==> config.mk <==
export PLATFORM = sky130hd
export DESIGN_NAME = uart_word_receiver
export DESIGN_NICKNAME = d
export VERILOG_FILES = /design/src/rtl/uart_rx_pkg.sv /design/src/rtl/uart_rx_char.sv /design/src/rtl/uart_word_receiver.sv
export SDC_FILE = /design/constraint.sdc
export NUM_CORES = 1
export LEC_CHECK = 0
export BUFFER_PORTS_ARGS = -buffer_cell sky130_fd_sc_hd__buf_2
export CORE_MARGIN = 5
export CORE_UTILIZATION = 59
export DETAILED_ROUTE_END_ITERATION = 10
export PLACE_DENSITY = 0.78
export SYNTH_ARGS = -nofsm -noshare
export SYNTH_HDL_FRONTEND = slang
export SYNTH_HIERARCHICAL = 1
export SYNTH_SLANG_ARGS = --single-unit
==> constraint.sdc <==
create_clock -name clk_3125 -period 5.5 [get_ports clk_3125]
set_clock_uncertainty 0.1 [all_clocks]
set_input_delay 1.1 -clock clk_3125 [delete_from_list [all_inputs] [get_ports clk_3125]]
set_output_delay 1.1 -clock clk_3125 [all_outputs]
set_load 0.01 [all_outputs]
==> src/rtl/uart_rx_pkg.sv <==
// Shared types and helpers for the UART word receiver.
// Optional build macro: UART_RX_MAJORITY_EN (2-of-3 bit sampling in uart_rx_char).
package uart_rx_pkg;

    typedef enum logic [2:0] {
        StIdle,
        StStart,
        StData,
        StParity,
        StStop
    } rx_state_t;

    localparam int unsigned PARITY_NONE = 0;
    localparam int unsigned PARITY_EVEN = 1;
    localparam int unsigned PARITY_ODD  = 2;

    // Narrow characters are zero-extended, which leaves the XOR unchanged.
    function automatic logic parity_ok(input logic [7:0] data, input logic par_bit,
                                       input int unsigned mode);
        logic p;
        p = (^data) ^ par_bit;
        case (mode)
            PARITY_EVEN: parity_ok = !p;
            PARITY_ODD:  parity_ok = p;
            default:     parity_ok = 1'b1;
        endcase
    endfunction

endpackage

==> src/rtl/uart_rx_char.sv <==
// Single-character UART receiver: rx synchroniser, bit FSM, parity and stop checking.
// Macro UART_RX_MAJORITY_EN: data/parity/stop bits use a 2-of-3 vote decided at mid+1.
module uart_rx_char
    import uart_rx_pkg::*;
#(
    parameter int unsigned CLKS_PER_BIT = 14,
    parameter int unsigned DATA_BITS    = 8,
    parameter int unsigned PARITY_MODE  = 1,
    parameter bit          MSB_FIRST    = 1'b1,
    parameter logic [7:0]  ERR_FILL     = 8'h3F
) (
    input  logic                 clk_3125,
    input  logic                 rst_n,
    input  logic                 rx,
    output logic [DATA_BITS-1:0] char_data,
    output logic                 char_par_err,
    output logic                 char_frm_err,
    output logic                 char_done,
    output logic                 idle
);

    localparam int unsigned CNT_W = $clog2(CLKS_PER_BIT + 1);
    localparam int unsigned BIT_W = $clog2(DATA_BITS);
    localparam logic [CNT_W-1:0] HALF = CNT_W'(CLKS_PER_BIT / 2);
`ifdef UART_RX_MAJORITY_EN
    localparam int unsigned HIST_W = 2;
    localparam logic [CNT_W-1:0] SAMPLE_AT = CNT_W'(CLKS_PER_BIT);
    localparam logic [CNT_W-1:0] RESTART   = CNT_W'(1);
`else
    localparam int unsigned HIST_W = 1;
    localparam logic [CNT_W-1:0] SAMPLE_AT = CNT_W'(CLKS_PER_BIT - 1);
    localparam logic [CNT_W-1:0] RESTART   = '0;
`endif

    rx_state_t            state_q, state_d;
    logic                 rx_meta_q, rx_s_q;
    logic [HIST_W-1:0]    hist_q;
    logic [CNT_W-1:0]     cnt_q, cnt_d;
    logic [BIT_W-1:0]     bit_q, bit_d;
    logic [DATA_BITS-1:0] data_q, data_d;
    logic                 par_err_q, par_err_d;
    logic                 stop_wait_q, stop_wait_d;
    logic                 sample_bit;
    logic                 at_sample;

`ifdef UART_RX_MAJORITY_EN
    // hist_q[0] is rx_s at mid, hist_q[1] at mid-1 when cnt_q reaches SAMPLE_AT.
    assign sample_bit = (rx_s_q & hist_q[0]) | (rx_s_q & hist_q[1]) | (hist_q[0] & hist_q[1]);
`else
    assign sample_bit = rx_s_q;
`endif
    assign at_sample = (cnt_q == SAMPLE_AT);
    assign idle      = (state_q == StIdle);

    always_comb begin
        state_d      = state_q;
        cnt_d        = cnt_q;
        bit_d        = bit_q;
        data_d       = data_q;
        par_err_d    = par_err_q;
        stop_wait_d  = stop_wait_q;
        char_done    = 1'b0;
        char_frm_err = 1'b0;
        char_par_err = par_err_q;
        char_data    = data_q;
        case (state_q)
            StIdle: begin
                cnt_d = '0;
                if (!rx_s_q && hist_q[0]) state_d = StStart;
            end
            StStart: begin
                if (cnt_q == HALF) begin
                    cnt_d     = '0;
                    bit_d     = '0;
                    par_err_d = 1'b0;
                    state_d   = rx_s_q ? StIdle : StData;
                end else begin
                    cnt_d = cnt_q + 1'b1;
                end
            end
            StData: begin
                if (at_sample) begin
                    cnt_d = RESTART;
                    if (MSB_FIRST) data_d = {data_q[DATA_BITS-2:0], sample_bit};
                    else           data_d = {sample_bit, data_q[DATA_BITS-1:1]};
                    if (bit_q == BIT_W'(DATA_BITS - 1)) begin
                        state_d = (PARITY_MODE == PARITY_NONE) ? StStop : StParity;
                    end else begin
                        bit_d = bit_q + 1'b1;
                    end
                end else begin
                    cnt_d = cnt_q + 1'b1;
                end
            end
            StParity: begin
                if (at_sample) begin
                    cnt_d     = RESTART;
                    par_err_d = !parity_ok(8'(data_q), sample_bit, PARITY_MODE);
                    state_d   = StStop;
                end else begin
                    cnt_d = cnt_q + 1'b1;
                end
            end
            StStop: begin
                if (stop_wait_q) begin
                    // Hold off after a break so the low line cannot look like a new start bit.
                    if (rx_s_q) begin
                        stop_wait_d = 1'b0;
                        state_d     = StIdle;
                    end
                end else if (at_sample) begin
                    char_done    = 1'b1;
                    char_frm_err = !sample_bit;
                    if (par_err_q || !sample_bit) char_data = ERR_FILL[DATA_BITS-1:0];
                    if (sample_bit) state_d = StIdle;
                    else            stop_wait_d = 1'b1;
                end else begin
                    cnt_d = cnt_q + 1'b1;
                end
            end
            default: state_d = StIdle;
        endcase
    end

    always_ff @(posedge clk_3125 or negedge rst_n) begin
        if (!rst_n) begin
            rx_meta_q   <= 1'b1;
            rx_s_q      <= 1'b1;
            hist_q      <= '1;
            state_q     <= StIdle;
            cnt_q       <= '0;
            bit_q       <= '0;
            data_q      <= '0;
            par_err_q   <= 1'b0;
            stop_wait_q <= 1'b0;
        end else begin
            rx_meta_q   <= rx;
            rx_s_q      <= rx_meta_q;
            hist_q      <= HIST_W'({hist_q, rx_s_q});
            state_q     <= state_d;
            cnt_q       <= cnt_d;
            bit_q       <= bit_d;
            data_q      <= data_d;
            par_err_q   <= par_err_d;
            stop_wait_q <= stop_wait_d;
        end
    end

endmodule

==> src/rtl/uart_word_receiver.sv <==
// Packs UART characters into WORD_BYTES-wide words with valid/ready, overrun and timeout.
// Macro UART_RX_MAJORITY_EN: forwarded to uart_rx_char for 2-of-3 bit sampling.
module uart_word_receiver
    import uart_rx_pkg::*;
#(
    parameter int unsigned CLKS_PER_BIT = 14,
    parameter int unsigned DATA_BITS    = 8,
    parameter int unsigned WORD_BYTES   = 2,
    parameter int unsigned PARITY_MODE  = 1,
    parameter bit          MSB_FIRST    = 1'b1,
    parameter logic [7:0]  ERR_FILL     = 8'h3F,
    parameter int unsigned TIMEOUT_BITS = 32
) (
    input  logic                    clk_3125,
    input  logic                    rst_n,
    input  logic                    rx,
    output logic [8*WORD_BYTES-1:0] rx_msg,
    output logic                    rx_valid,
    input  logic                    rx_ready,
    output logic                    rx_err_par,
    output logic                    rx_err_frm,
    output logic                    rx_overrun,
    output logic                    rx_timeout
);

    localparam int unsigned IDX_W   = (WORD_BYTES > 1) ? $clog2(WORD_BYTES) : 1;
    localparam int unsigned TMO_CYC = TIMEOUT_BITS * CLKS_PER_BIT;
    localparam int unsigned TMO_W   = $clog2(TMO_CYC);
    localparam logic [IDX_W-1:0] LAST_IDX = IDX_W'(WORD_BYTES - 1);

    logic [DATA_BITS-1:0]    char_data;
    logic                    char_par_err, char_frm_err, char_done, char_idle;
    logic [IDX_W-1:0]        idx_q, idx_d;
    logic [8*WORD_BYTES-1:0] asm_q, asm_d, merged;
    logic                    asm_par_q, asm_par_d, asm_frm_q, asm_frm_d;
    logic [8*WORD_BYTES-1:0] msg_q, msg_d;
    logic                    valid_q, valid_d;
    logic                    err_par_q, err_par_d, err_frm_q, err_frm_d;
    logic                    ovr_q, ovr_d, tmo_q, tmo_d;
    logic [TMO_W-1:0]        tmo_cnt_q, tmo_cnt_d;

    uart_rx_char #(
        .CLKS_PER_BIT(CLKS_PER_BIT),
        .DATA_BITS   (DATA_BITS),
        .PARITY_MODE (PARITY_MODE),
        .MSB_FIRST   (MSB_FIRST),
        .ERR_FILL    (ERR_FILL)
    ) u_char (
        .clk_3125    (clk_3125),
        .rst_n       (rst_n),
        .rx          (rx),
        .char_data   (char_data),
        .char_par_err(char_par_err),
        .char_frm_err(char_frm_err),
        .char_done   (char_done),
        .idle        (char_idle)
    );

    // Slot 0 is the most significant byte.
    always_comb begin
        merged = asm_q;
        merged[8*(WORD_BYTES-1-int'(idx_q)) +: 8] = 8'(char_data);
    end

    always_comb begin
        idx_d     = idx_q;
        asm_d     = asm_q;
        asm_par_d = asm_par_q;
        asm_frm_d = asm_frm_q;
        msg_d     = msg_q;
        valid_d   = valid_q;
        err_par_d = err_par_q;
        err_frm_d = err_frm_q;
        ovr_d     = 1'b0;
        tmo_d     = 1'b0;
        tmo_cnt_d = '0;
        if (valid_q && rx_ready) valid_d = 1'b0;
        if (char_done) begin
            if (idx_q == LAST_IDX) begin
                idx_d     = '0;
                asm_par_d = 1'b0;
                asm_frm_d = 1'b0;
                if (valid_q && !rx_ready) begin
                    ovr_d = 1'b1;
                end else begin
                    msg_d     = merged;
                    valid_d   = 1'b1;
                    err_par_d = asm_par_q | char_par_err;
                    err_frm_d = asm_frm_q | char_frm_err;
                end
            end else begin
                idx_d     = idx_q + 1'b1;
                asm_d     = merged;
                asm_par_d = asm_par_q | char_par_err;
                asm_frm_d = asm_frm_q | char_frm_err;
            end
        end
        if (char_idle && idx_q != '0) begin
            if (tmo_cnt_q == TMO_W'(TMO_CYC - 1)) begin
                tmo_d     = 1'b1;
                idx_d     = '0;
                asm_par_d = 1'b0;
                asm_frm_d = 1'b0;
            end else begin
                tmo_cnt_d = tmo_cnt_q + 1'b1;
            end
        end
    end

    always_ff @(posedge clk_3125 or negedge rst_n) begin
        if (!rst_n) begin
            idx_q     <= '0;
            asm_q     <= '0;
            asm_par_q <= 1'b0;
            asm_frm_q <= 1'b0;
            msg_q     <= '0;
            valid_q   <= 1'b0;
            err_par_q <= 1'b0;
            err_frm_q <= 1'b0;
            ovr_q     <= 1'b0;
            tmo_q     <= 1'b0;
            tmo_cnt_q <= '0;
        end else begin
            idx_q     <= idx_d;
            asm_q     <= asm_d;
            asm_par_q <= asm_par_d;
            asm_frm_q <= asm_frm_d;
            msg_q     <= msg_d;
            valid_q   <= valid_d;
            err_par_q <= err_par_d;
            err_frm_q <= err_frm_d;
            ovr_q     <= ovr_d;
            tmo_q     <= tmo_d;
            tmo_cnt_q <= tmo_cnt_d;
        end
    end

    assign rx_msg     = msg_q;
    assign rx_valid   = valid_q;
    assign rx_err_par = err_par_q;
    assign rx_err_frm = err_frm_q;
    assign rx_overrun = ovr_q;
    assign rx_timeout = tmo_q;

endmodule

==> summary.md <==
| Metric | Value |
|---|---|
| Final setup TNS | 0 ns |
| Unique masters post-synth | 54 |
| CTS max path bufs | 2 |
| Tcrit/Tclk final | 0.524 |
| # H-tree levels | 3 |
| TritonCTS Buffers | 9 |
| Cell chain of the critical path | inv_1, ha_1, nand3_1, nor4_2, nand2_4, nor2b_4, mux2_2 |
| TritonCTS Sinks | 64 |
| Sequential power share | 0.483 |
| Internal power | 835 uW |
| 1st-iter DRT viols | 63 |
| Yosys reg bits | 64 |
| R2R Path End | rx_msg[3] |
| Hold crit path type | reg2reg |
| GRT busiest layer | met2 |
| Met1 usage | 0.231 |
| Clock share of power | 0.371 |
| Startpoint Class | flop |
| Die area | 0.00673 mm2 |
| Via density | 5.50 |
| Met2 usage | 0.271 |
| WL per Instance | 14.9 um |
| DR pass1 iterations | 4 |
| Final WS setup | 2.62 ns |
| Row count | 26 |
| Starting Density | 0.604 |
| Critical-path top delay cell | nor4_2 |
| Post-Syn Area | 0.00306 mm2 |
| DRC | 0 |
| Worst-path maximum fanout | 18 |
| GR Util met3 | 0.0526 |
| Placed Area | 0.00320 mm2 |
| Antenna violations before repair | 0 |
| Largest net degree at the start of global routing | 65 |
| Worst hold endpoint | u_char/rx_s_q |
| Reg-to-Reg Start | u_char/cnt_q[1] |
| First-pass GRT wire length | 8800 um |
| CTS tree | yes |
| FMAX | 0.347 GHz |
| CP required | 5.62 ns |
| Crit Path Class | reg2reg |
| Clock Latency Late Sink | 0.33 ns |
| Leak | 0.00172 uW |
| Synthesized netlist cell count | 247 |
| Post-DP HPWL | 3640 um |
| Clk root buf | clkbuf_8 |
| # resized after CTS | 0 |
| Largest delay share family, worst path | simple AND/OR/NAND/NOR gates |
| Fin. Hold Viols | 0 |
| Fraction of layout cells with a size suffix above 1 | 0.309 |
| Design Power | 1150 uW |
| VDD IR max | 0.272 mV |
| PwrDens | 337 mW/mm2 |
| Slew headroom | 0.447 |
| Comb pwr share | 0.146 |
| Die X | 82.1 um |
| Data arrival, critical path | 3.00 ns |
| Syn Area/Cell | 12.4 um2 |
| Yosys top cell area share | 0.498 |
| Post-route cell area | 0.00341 mm2 |
| Synth-to-layout area growth | 11.3% |
| Outcome | finished, final reports clean |
| Hold Path Depth | 0 |
| Clock Pin Slew Worst Setup and Hold Paths | 0.07 ns |
| Largest cells by area after synthesis | dfrtp_1 (50%), mux2_2 (8.8%), mux2_4 (4.4%), dfstp_2 (2.6%), ha_1 (2.4%) |
| Port buffer count | 24 |
| Fin. max-slew vios | 0 |
| Setup slack, reg-to-reg | 2.62 ns |
| Synthesized Nets | 257 |
| Tmin final | 2.88 ns |
| Antenna diode count | 0 |
| CP max stage delay | 0.75 ns |
| Number of global-route vias before repair | 1837 |
| Final setup fails | 0 |
| Sequential fraction of the synthesis area | 0.524 |
| Reg2reg path depth | 7 |
| Core Util, Final | 0.672 |
| All-Layer GR Usage | 0.177 |
| Pre-CTS WS | 2.61 ns |
| Psw | 314 uW |
| Switching Fraction | 0.273 |
| Max cap viols | 0 |
| Grt ovf | 0 |
| Post-CTS Setup Inserts | 0 |
| Nets@finish | 283 |
| Top cell type by total area after synthesis | dfrtp_1 |
| Antenna-violating nets left | 0 |
| Worst slew pin tran | 0.822 ns |
| Core Footprint | 0.00507 mm2 |
| Crit. End Element | flop |
| RSZ-0062 raised after global routing | no |
| DR vias | 1914 |
| RD Place Congestion | 0.777 |
| Ys Warns | 6 |
| Cts hold-fix bufs | 0 |
| Final WL | 5180 um |
| Die Ht | 82.1 um |
| Num ports | 25 |
| Worst Path Buf+Inv | 1 |
| Worst Min Path Start | u_char/rx_meta_q |
-- layout make-up --
type	instances	area (um2)
Inverter	8	30.0
Timing Repair Buffer	25	128
Clock inverter	5	81.3
Clock buffer	11	131
Multi-Input combinational cell	165	1350
Sequential cell	64	1610
Tap cell	70	87.6
Fill cell	394	1660
-- synthesized netlist by cell type (all sizes together) --
cell / number
nand3: 7
xor2: 4
a21oi: 8
and3b: 1
a22o: 2
dfstp: 3
a41oi: 1
ha: 6
and4: 1
nand3b: 1
nor3: 6
o41ai: 1
a211oi: 3
nand2b: 11
nand2: 15
a221oi: 1
a32o: 1
nor2b: 3
nand4: 1
mux2i: 6
buf: 9
o31ai: 1
o21ai: 5
or3: 2
dfrtp: 61
xnor3: 1
a311oi: 1
and2b: 1
and2: 3
nor2: 16
o21bai: 1
inv: 8
or4b: 1
and3: 4
mux2: 33
clkbuf: 1
nand4b: 3
nor4: 2
a31oi: 5
xnor2: 6
o2bb2ai: 1
-- routing by layer --
metal | routed length, um | vias up | part of all wire
li1 | - | 924 | -
met1 | 2400 | 952 | 0.46
met2 | 2500 | 27 | 0.48
met3 | 190 | 11 | 0.037
met4 | 79 | 0 | 0.015
met5 | 0 | - | 0
-- per-stage QoR --
stage / std cells / hold WS (ns)
2_1_floorplan: 247 / 0.245
3_3_place_gp: 332 / 0.246
3_5_place_dp: 332 / 0.251
4_1_cts: 348 / 0.261
5_1_grt: 348 / 0.267
6_report: 348 / 0.260
-- power by group through the flow --
stage / sequential [uW] / clock [uW] / combinational (uW)
finish: 555 / 426 / 168
global route: 561 / 459 / 190
detailed placement: 562 / 0 / 167
CTS: 553 / 438 / 168
global placement: 560 / 0 / 163
floorplan: 529 / 0 / 163
-- cells by family after synthesis --
kind of cell	Yosys count	synth area share
xor gates and xnor gates	11	0.0359
and+or+nand+nor	78	0.157
muxes	39	0.152
buffers and inverters	18	0.0363
adders and majority gates	6	0.0245
DFF	64	0.524
AOI/OAI and AO/OA	31	0.0706
-- state kept, by name, summed over array words and instances (netlist names), 3 cells and up --
name            cells
asm_q               8
u_char/cnt_q        4
rx_msg             16
u_char/bit_q        3
tmo_cnt_q           9
u_char/state_q      3
u_char/data_q       8
-- cells in the final DEF, fill, tap and decap left out, types with 2 or more instances in the layout --
cell type	n
mux2i_1	6
o21ai_0	4
clkbuf_1	2
nor2_1	16
nor2b_1	2
mux2_2	24
dfrtp_1	61
nand4b_1	3
and2_1	3
buf_2	24
bufinv_16	2
inv_1	8
nand3_1	7
a22o_1	2
a31oi_1	5
and3_1	4
nand2b_1	10
mux2_4	9
xor2_1	4
a211oi_1	3
xnor2_1	6
nand2_1	13
nor3_1	4
clkbuf_8	9
dfstp_2	3
ha_1	6
a21oi_1	8
-- worst register-to-register path, cell delays in order (launching register included) --
cell     delay [ns]
dfrtp_1        0.40
inv_1          0.08
ha_1           0.15
nand3_1        0.22
nor4_2         0.75
nand2_4        0.12
nor2b_4        0.54
mux2_2         0.41
-- how the worst max path moves through the flow --
stage	start	end	slack, ns	depth (start not counted)
after floorplan	u_char/cnt_q[1]	rx_msg[10]	3.07	9
after global placement	u_char/cnt_q[1]	rx_msg[1]	2.72	7
after detailed placement	u_char/cnt_q[1]	rx_msg[4]	2.61	7
after CTS	u_char/cnt_q[1]	rx_msg[4]	2.62	7
after global routing	u_char/cnt_q[1]	rx_msg[3]	2.46	7
final	u_char/cnt_q[1]	rx_msg[3]	2.62	7
No activity file was read; power rests on OpenSTA's default activity.
